## src/rtl/arithcrypt_seq_core.sv

```systemverilog
// Sequential arithmetic / toy-cipher core: single-cycle ADD/SUB/XOR/ROTL,
// iterative shift-add MUL and a rotate-add-xor round cipher (ENC/DEC).
module arithcrypt_seq_core #(
    parameter int WIDTH  = 8,
    parameter int ROUNDS = 4
) (
    input  logic             clk,
    input  logic             rst_n,
    input  logic             start,
    input  logic [3:0]       op,
    input  logic [WIDTH-1:0] a,
    input  logic [WIDTH-1:0] b,
    output logic [WIDTH-1:0] result,
    output logic             done,
    output logic             busy,
    output logic             err,
    output logic [1:0]       o_dbg_state
);

    localparam int SW     = $clog2(WIDTH);
    localparam int CW     = 6;
    localparam int DEC_SH = (ROUNDS - 1) % WIDTH;
    localparam logic [CW-1:0] MUL_CNT = CW'(WIDTH);
    localparam logic [CW-1:0] RND_CNT = CW'(ROUNDS);

    typedef enum logic [1:0] {
        S_IDLE = 2'd0,
        S_RUN  = 2'd1,
        S_DONE = 2'd2
    } state_t;

    state_t           r_state;
    state_t           w_state_next;
    logic [3:0]       r_op;
    logic [WIDTH-1:0] r_x;
    logic [WIDTH-1:0] r_k;
    logic [WIDTH-1:0] r_mb;
    logic [CW-1:0]    r_cnt;
    logic [WIDTH-1:0] w_quick_res;
    logic             w_quick_err;
    logic             w_is_iter;
    logic [WIDTH-1:0] w_x_next;
    logic [WIDTH-1:0] w_k_next;
    logic [WIDTH-1:0] w_mb_next;
    logic             w_last;

    function automatic logic [WIDTH-1:0] rotl1(input logic [WIDTH-1:0] x);
        return {x[WIDTH-2:0], x[WIDTH-1]};
    endfunction

    function automatic logic [WIDTH-1:0] rotr1(input logic [WIDTH-1:0] x);
        return {x[0], x[WIDTH-1:1]};
    endfunction

    function automatic logic [WIDTH-1:0] rotl_n(input logic [WIDTH-1:0] x, input logic [SW-1:0] sh);
        logic [2*WIDTH-1:0] t;
        t = {x, x} << sh;
        return t[2*WIDTH-1:WIDTH];
    endfunction

    assign w_is_iter   = (op == 4'd4) || (op == 4'd5) || (op == 4'd6);
    assign w_last      = (r_cnt == CW'(1));
    assign busy        = (r_state != S_IDLE);
    assign done        = (r_state == S_DONE);
    assign o_dbg_state = r_state;

    // Single-cycle results are computed straight from the live inputs on the sampling edge.
    always_comb begin
        w_quick_res = '0;
        w_quick_err = 1'b0;
        case (op)
            4'd0:    w_quick_res = a + b;
            4'd1:    w_quick_res = a - b;
            4'd2:    w_quick_res = a ^ b;
            4'd3:    w_quick_res = rotl_n(a, b[SW-1:0]);
            default: w_quick_err = 1'b1;
        endcase
    end

    always_comb begin
        w_x_next  = r_x;
        w_k_next  = r_k;
        w_mb_next = r_mb;
        case (r_op)
            4'd4: begin
                w_x_next  = r_x + (r_mb[0] ? r_k : '0);
                w_k_next  = r_k << 1;
                w_mb_next = r_mb >> 1;
            end
            4'd5: begin
                w_x_next = rotl1(r_x + r_k) ^ r_k;
                w_k_next = rotl1(r_k);
            end
            4'd6: begin
                w_x_next = rotr1(r_x ^ r_k) - r_k;
                w_k_next = rotr1(r_k);
            end
            default: ;
        endcase
    end

    always_comb begin
        w_state_next = r_state;
        case (r_state)
            S_IDLE:  if (start) w_state_next = w_is_iter ? S_RUN : S_DONE;
            S_RUN:   if (w_last) w_state_next = S_DONE;
            S_DONE:  w_state_next = S_IDLE;
            default: w_state_next = S_IDLE;
        endcase
    end

    always_ff @(posedge clk or negedge rst_n) begin
        if (!rst_n) begin
            r_state <= S_IDLE;
            r_op    <= '0;
            r_x     <= '0;
            r_k     <= '0;
            r_mb    <= '0;
            r_cnt   <= '0;
            result  <= '0;
            err     <= 1'b0;
        end else begin
            r_state <= w_state_next;
            case (r_state)
                S_IDLE: if (start) begin
                    r_op  <= op;
                    r_cnt <= (op == 4'd4) ? MUL_CNT : RND_CNT;
                    r_mb  <= '0;
                    r_x   <= a;
                    r_k   <= b;
                    if (op == 4'd4) begin
                        r_x  <= '0;
                        r_k  <= a;
                        r_mb <= b;
                    end else if (op == 4'd6) begin
                        // Decryption walks the key schedule backwards from the last round key.
                        r_k <= rotl_n(b, SW'(DEC_SH));
                    end
                    if (!w_is_iter) begin
                        result <= w_quick_res;
                        err    <= w_quick_err;
                    end
                end
                S_RUN: begin
                    r_x   <= w_x_next;
                    r_k   <= w_k_next;
                    r_mb  <= w_mb_next;
                    r_cnt <= r_cnt - CW'(1);
                    if (w_last) begin
                        result <= w_x_next;
                        err    <= 1'b0;
                    end
                end
                default: ;
            endcase
        end
    end

endmodule

```

## config.mk

```make
export PLATFORM = sky130hd
export DESIGN_NAME = arithcrypt_seq_core
export DESIGN_NICKNAME = d
export VERILOG_FILES = /design/src/rtl/arithcrypt_seq_core.sv
export SDC_FILE = /design/constraint.sdc
export NUM_CORES = 1
export LEC_CHECK = 0
export ABC_AREA = 0
export CORE_ASPECT_RATIO = 0.75
export CORE_UTILIZATION = 60
export CTS_BUF_LIST = sky130_fd_sc_hd__clkbuf_8
export DETAILED_ROUTE_END_ITERATION = 6
export PLACE_DENSITY = 0.86
export SLEW_MARGIN = 20
export SYNTH_ARGS = -nofsm -noshare
export SYNTH_HDL_FRONTEND = slang
export SYNTH_SLANG_ARGS = --single-unit
```

## constraint.sdc

```tcl
create_clock -name clk -period 3.55 [get_ports clk]
set_input_delay 0.71 -clock clk [delete_from_list [all_inputs] [get_ports clk]]
set_output_delay 0.71 -clock clk [all_outputs]
set_load 0.01 [all_outputs]
```

### After elaboration in Yosys (flattened, before gate mapping)

Cells that the tools add are included.

* register bits after elaboration: 45
* input bits: 23
* output and inout bits: 13
* word-level logic and storage cells: 79

* add/subtract/negate cells: 6
* eq/ne operators: 17
* shift-type cells: 1
* multiplexer cells: 31
* bitwise operators: 3
* reduce and logical (&&, ||, !) cells: 13

Operator list (count)
* 8-bit 2-to-1 mux: 12
* 8-bit one-hot mux with 2 select lines: 4
* 8-bit one-hot mux with 3 select lines: 2
* 8-bit one-hot mux with 4 select lines: 1
* 8-bit adder: 3
* 4-bit by 3-bit == test with 1-bit output, second input constant: 6
* 8-bit bitwise XOR: 3
* 16-bit by 3-bit << shifter with 16-bit output: 1
* 8-bit subtractor: 2
* 6-bit one-hot mux with 2 select lines: 1
* 4-bit by 2-bit == test with 1-bit output, second input constant: 2
* 6-bit by 1-bit == test with 1-bit output, second input constant: 1
* 2-bit 2-to-1 mux: 3
* 6-bit 2-to-1 mux: 1
* 2-bit != test, second input constant: 3
* 2-bit AND reduction: 3
* 3-bit AND reduction: 2
* 6-bit by 1-bit subtractor with 6-bit output, second input constant: 1
* 4-bit by 1-bit == test with 1-bit output, second input constant: 1
* 4-bit logical NOT: 1
* 1-bit 2-to-1 mux: 4
* 4-bit 2-to-1 mux: 1
* 4-bit by 1-bit != test with 1-bit output, second input constant: 1
* 2-bit one-hot mux with 2 select lines: 1
* other kinds (9): 11

### Depth between registers and ports, before layout

* depth after elaboration: 6
* gate-level depth with buffers: 14
* gate-level depth less buffers: 12

### Least setup slack after synthesis

Ideal clock, no wire load.

* path kind: input to register
* from: input port op[2]
* to: register result[6]
* setup time: 0.122 ns
* data arrival time: 3.045 ns
* required time: 3.428 ns
* path slack: 0.383 ns
* stages on the path: 13
* buffers on the path: 1
* path through: nor3_1 and2_1 clkbuf_1 nor2_1 xnor2_1 ha_1 nor2b_1 o31a_1 o21a_1 or3_1 a31o_1 a21oi_1 a21oi_1

* cells in the longest elaborated chain, start to end: 5
* elaborated cells on any way between the ends: 15
* those cells by class: eq/ne (7); mux (4); reduce/logical (4)

RTL lines
* from (decl): line 10 `input logic [3:0] op,`
* 4-bit by 2-bit == test with 1-bit output, or another cell as far along: line 71 `case (op)`
* 8-bit one-hot mux with 4 select lines or 1-bit logical OR (tied branches): line 71, 61
* 8-bit 2-to-1 mux or 1-bit logical OR (tied branches): line 139, 61
* 8-bit 2-to-1 mux or 2-bit != test (tied branches)
* 8-bit one-hot mux with 2 select lines or 4-bit AND reduction (tied branches)
* to (signal assigned): line 140 `result <= w_quick_res;`
* to (signal assigned): line 150 `result <= w_x_next;`
* to (decl): line 13 `output logic [WIDTH-1:0] result,`

Several ways; a longest one is shown, not always the timed one. The select of a mux whose other input is x is not followed.
A chain may end at the register's enable or synchronous reset.

### Final worst setup path

Ends and elaborated chain as after synthesis.

==> results.toml <==
[place]
gp_congestion = 0.945
dp_hpwl_um = 10200
numPortBuffers = 35
pre_cts_slack_ns = -0.0539

[synthesis]
synthArstFlopShare = 1.00
syn_avg_cell_area_sq_um = 8.12
synth-seq-cells = 45
synth_edf_count = 0
synth_nets = 622
ys_seq_area_frac = 0.246
synthCells = 564
ys.flop_type = "dfrtp_1"
ys_types = 71
ys.warnings.count = 0
synth_area_sq_mm = 0.00458

[setup_path]
r2r_setup_slack_ns = 0.77
end_kind = "flop"
worst_setup_path_start_kind = "primary input"
critical_path.max_stage_delay_ns = 0.43
critPathKind = "in2reg"
worstPathArrival_ns = 3.48
cp_top_family = "simple AND/OR/NAND/NOR gates"
crit_chain = "clkdlybuf4s50_1 > nor3_1 > and2_1 > nor2_1 > xnor2_1 > ha_1 > nor2b_1 > o31a_1 > o21a_1 > or3_1 > a31o_1 > a21oi_1 > a21oi_1"
crit_required_ns = 3.75
cp_max_fo = 4
critical_path.slowest_cell = "clkdlybuf4s50_1"
cpMostUsedCell = "a21oi_1"
path_buf_inv = 1

[die]
dieWidth_um = 103
initial_core_util = 0.621
dieArea_sq_mm = 0.00799
chipHeight_um = 77.6
rows = 27
core_sq_mm = 0.00736
pin_count = 36

[global_route]
grt_pass1_vias = 4267
antenna_found_initial = 0
grt_max_degree = 46
grt_pass1_wl_um = 21700
track_usage = 0.352
grt.overflow.total = 0

[clock_network]
cts_buffer_depth = 2
cts-root-buf = "clkbuf_8"
cts_setup_buffers = 0
insertion_delay_ns = 0.30
path_clk_slew_ns = 0.10
cts_tree = "yes"
cts_sinks = 45
cts_max_level = 2
cts_inserted_buffers = 5

[timing]
tightestPinTransition_ns = 0.764
skew_ns = 0.0110
drv_slew = 0
setup_viol = 0
period_share = 0.925
relSlewSlack = 0.487
rsz0062_at_grt = "false"
min_period_ns = 3.28
fmax_mhz = 305
hold_violations = 0
fin_ws_ns = 0.267

[drt]
firstDrtPassIters = 5
totalWireLength_um = 13500
drtIter0Drc = 507
drt.antenna.violating_nets = 0
post-route-drc-count = 0
avgViaCountPerCell = 6.45
num_vias = 4537
routedWlPerCell_um = 19.2

[worst_hold_path]
hold_path.class = "in2async"

[finish]
multi_input_area_sq_mm = 0.00320
fillers = 614
antenna_cells = 0
nets = 659
syn_to_final_growth_pct = 13.8
drive_above_1_share = 0.111
seqCellArea_sq_mm = 0.00113

[power_and_ir_drop]
vdd_drop_max_mv = 0.598
cellPowerDensity_mw_per_mm2 = 929
leakagePower_nw = 2.23
totalPowerFinal_mw = 4.84

[job]
max-cap-violations = 0

[run_status]
outcome = "finished, final reports clean"
## worst register-to-register path, cell delays in order, from the launching register on
cell and delay (ns):
dfrtp_1 0.49, ha_1 0.41, ha_1 0.36, o21a_1 0.20, o31a_1 0.14, o21a_1 0.18
mux2_2 0.26, a22oi_2 0.17, a21oi_1 0.13, a211o_1 0.33
## synthesized netlist by cell type, types with 3 or more instances
cell | number | area, sq um
ha_1 | 31 | 388
inv_1 | 19 | 71.3
nor3_1 | 10 | 50.1
nand4_1 | 5 | 31.3
buf_4 | 3 | 22.5
nor2_1 | 46 | 173
a31oi_1 | 13 | 81.3
nor2b_1 | 7 | 43.8
o21a_1 | 7 | 52.6
dfrtp_1 | 45 | 1130
and3_1 | 3 | 18.8
a21o_1 | 7 | 52.6
mux2_2 | 16 | 180
a211oi_1 | 5 | 37.5
clkbuf_1 | 10 | 37.5
fa_1 | 4 | 80.1
a21oi_1 | 63 | 315
xnor2_1 | 23 | 201
buf_2 | 9 | 45.0
a22oi_1 | 5 | 37.5
o21ai_1 | 3 | 15.0
o31a_1 | 3 | 26.3
xor2_1 | 17 | 149
and2_1 | 11 | 68.8
mux2i_1 | 16 | 160
nand2_1 | 62 | 233
nand3_1 | 15 | 75.1
buf_6 | 5 | 56.3
a221oi_1 | 4 | 35.0
o21ai_0 | 41 | 205
## state kept, by name, indices dropped and copies added, names as in the netlist
name         cells
err              1
o_dbg_state      2
r_cnt            6
r_k              8
r_mb             8
r_op             4
r_x              8
result           8
## layer usage
metal / GRT usage / vias to the layer above / wire length (um) / part of all wire
met1: 0.509 / 2118 / 6010 / 0.45
met4: 0.0817 / 0 / 233 / 0.017
met2: 0.529 / 275 / 5790 / 0.43
met5: 0 / - / 0 / 0
li1: - / 2111 / - / -
met3: 0.0838 / 33 / 1470 / 0.11
## where the power goes
part,total (mW),internal (mW),switching [mW],leakage [nW]
Clock,0.476,0.284,0.193,0.0687
Sequential,1.10,0.753,0.351,0.555
Combinational,3.26,1.47,1.79,1.61
Total,4.84,2.51,2.33,2.23
## stage by stage
step / util / hold WS (ns) / std cells / setup TNS [ns] / cell area, sq um
final: 0.707 / 0.387 / 703 / 0 / 5210
after detailed placement: 0.687 / 0.466 / 695 / -0.0701 / 5060
after global placement: 0.687 / 0.463 / 695 / -0.000627 / 5060
after CTS: 0.706 / 0.489 / 703 / 0 / 5200
after floorplan: - / 0.414 / 564 / 0 / 4580
after global routing: 0.707 / 0.441 / 703 / 0 / 5210
## final timing paths
kind / startpoint / to / depth (start not counted)
hold / removal: rst_n / r_k[3] / 1
setup / recovery: op[2] / result[6] / 13
max in group asynchronous: rst_n / r_cnt[2] / 1
hold reg to reg: err / err / 2
setup reg to reg: r_k[3] / result[5] / 9
min in group clk: err / err / 2
## final cells by class
cell class,instances,share of cell area
clock buffers,5,0.0132
well taps,101,0.0243
flip-flops and latches,45,0.216
clock inverters,3,0.0132
multi-input cells,468,0.615
repair buffers,60,0.103
inverters,21,0.0151
## cells by family after synthesis
logic type                 share of synthesized area
muxes                                         0.0793
xor gates and xnor gates                      0.0765
AOI/OAI and AO/OA                              0.248
adders and majority gates                      0.102
buffers and inverters                         0.0552
and+or+nand+nor                                0.193
DFF                                            0.246
## placed cells by master (no fill, tap or decap), drive strengths merged, types with 6 or more instances in the layout
cell type / synthesis / layout
nor2b: 8 / 8
inv: 20 / 21
clkdlybuf4s50: 0 / 34
nand2: 63 / 63
a21o: 7 / 7
mux2i: 16 / 16
o21ai: 44 / 44
a22oi: 6 / 6
xor2: 17 / 17
o21a: 7 / 7
nor2: 47 / 47
buf: 19 / 26
a31oi: 13 / 13
dfrtp: 45 / 45
nor3: 11 / 11
mux2: 16 / 16
nand3: 15 / 15
and2: 11 / 11
a21oi: 64 / 64
ha: 31 / 31
a211oi: 6 / 6
xnor2: 23 / 23
## repair_timing
item	CTS	global route
hold buffers	0	0
endpoints found under the setup margin	0	1
resized for setup	0	1
Note: power is estimated with default switching activity, not from simulation.
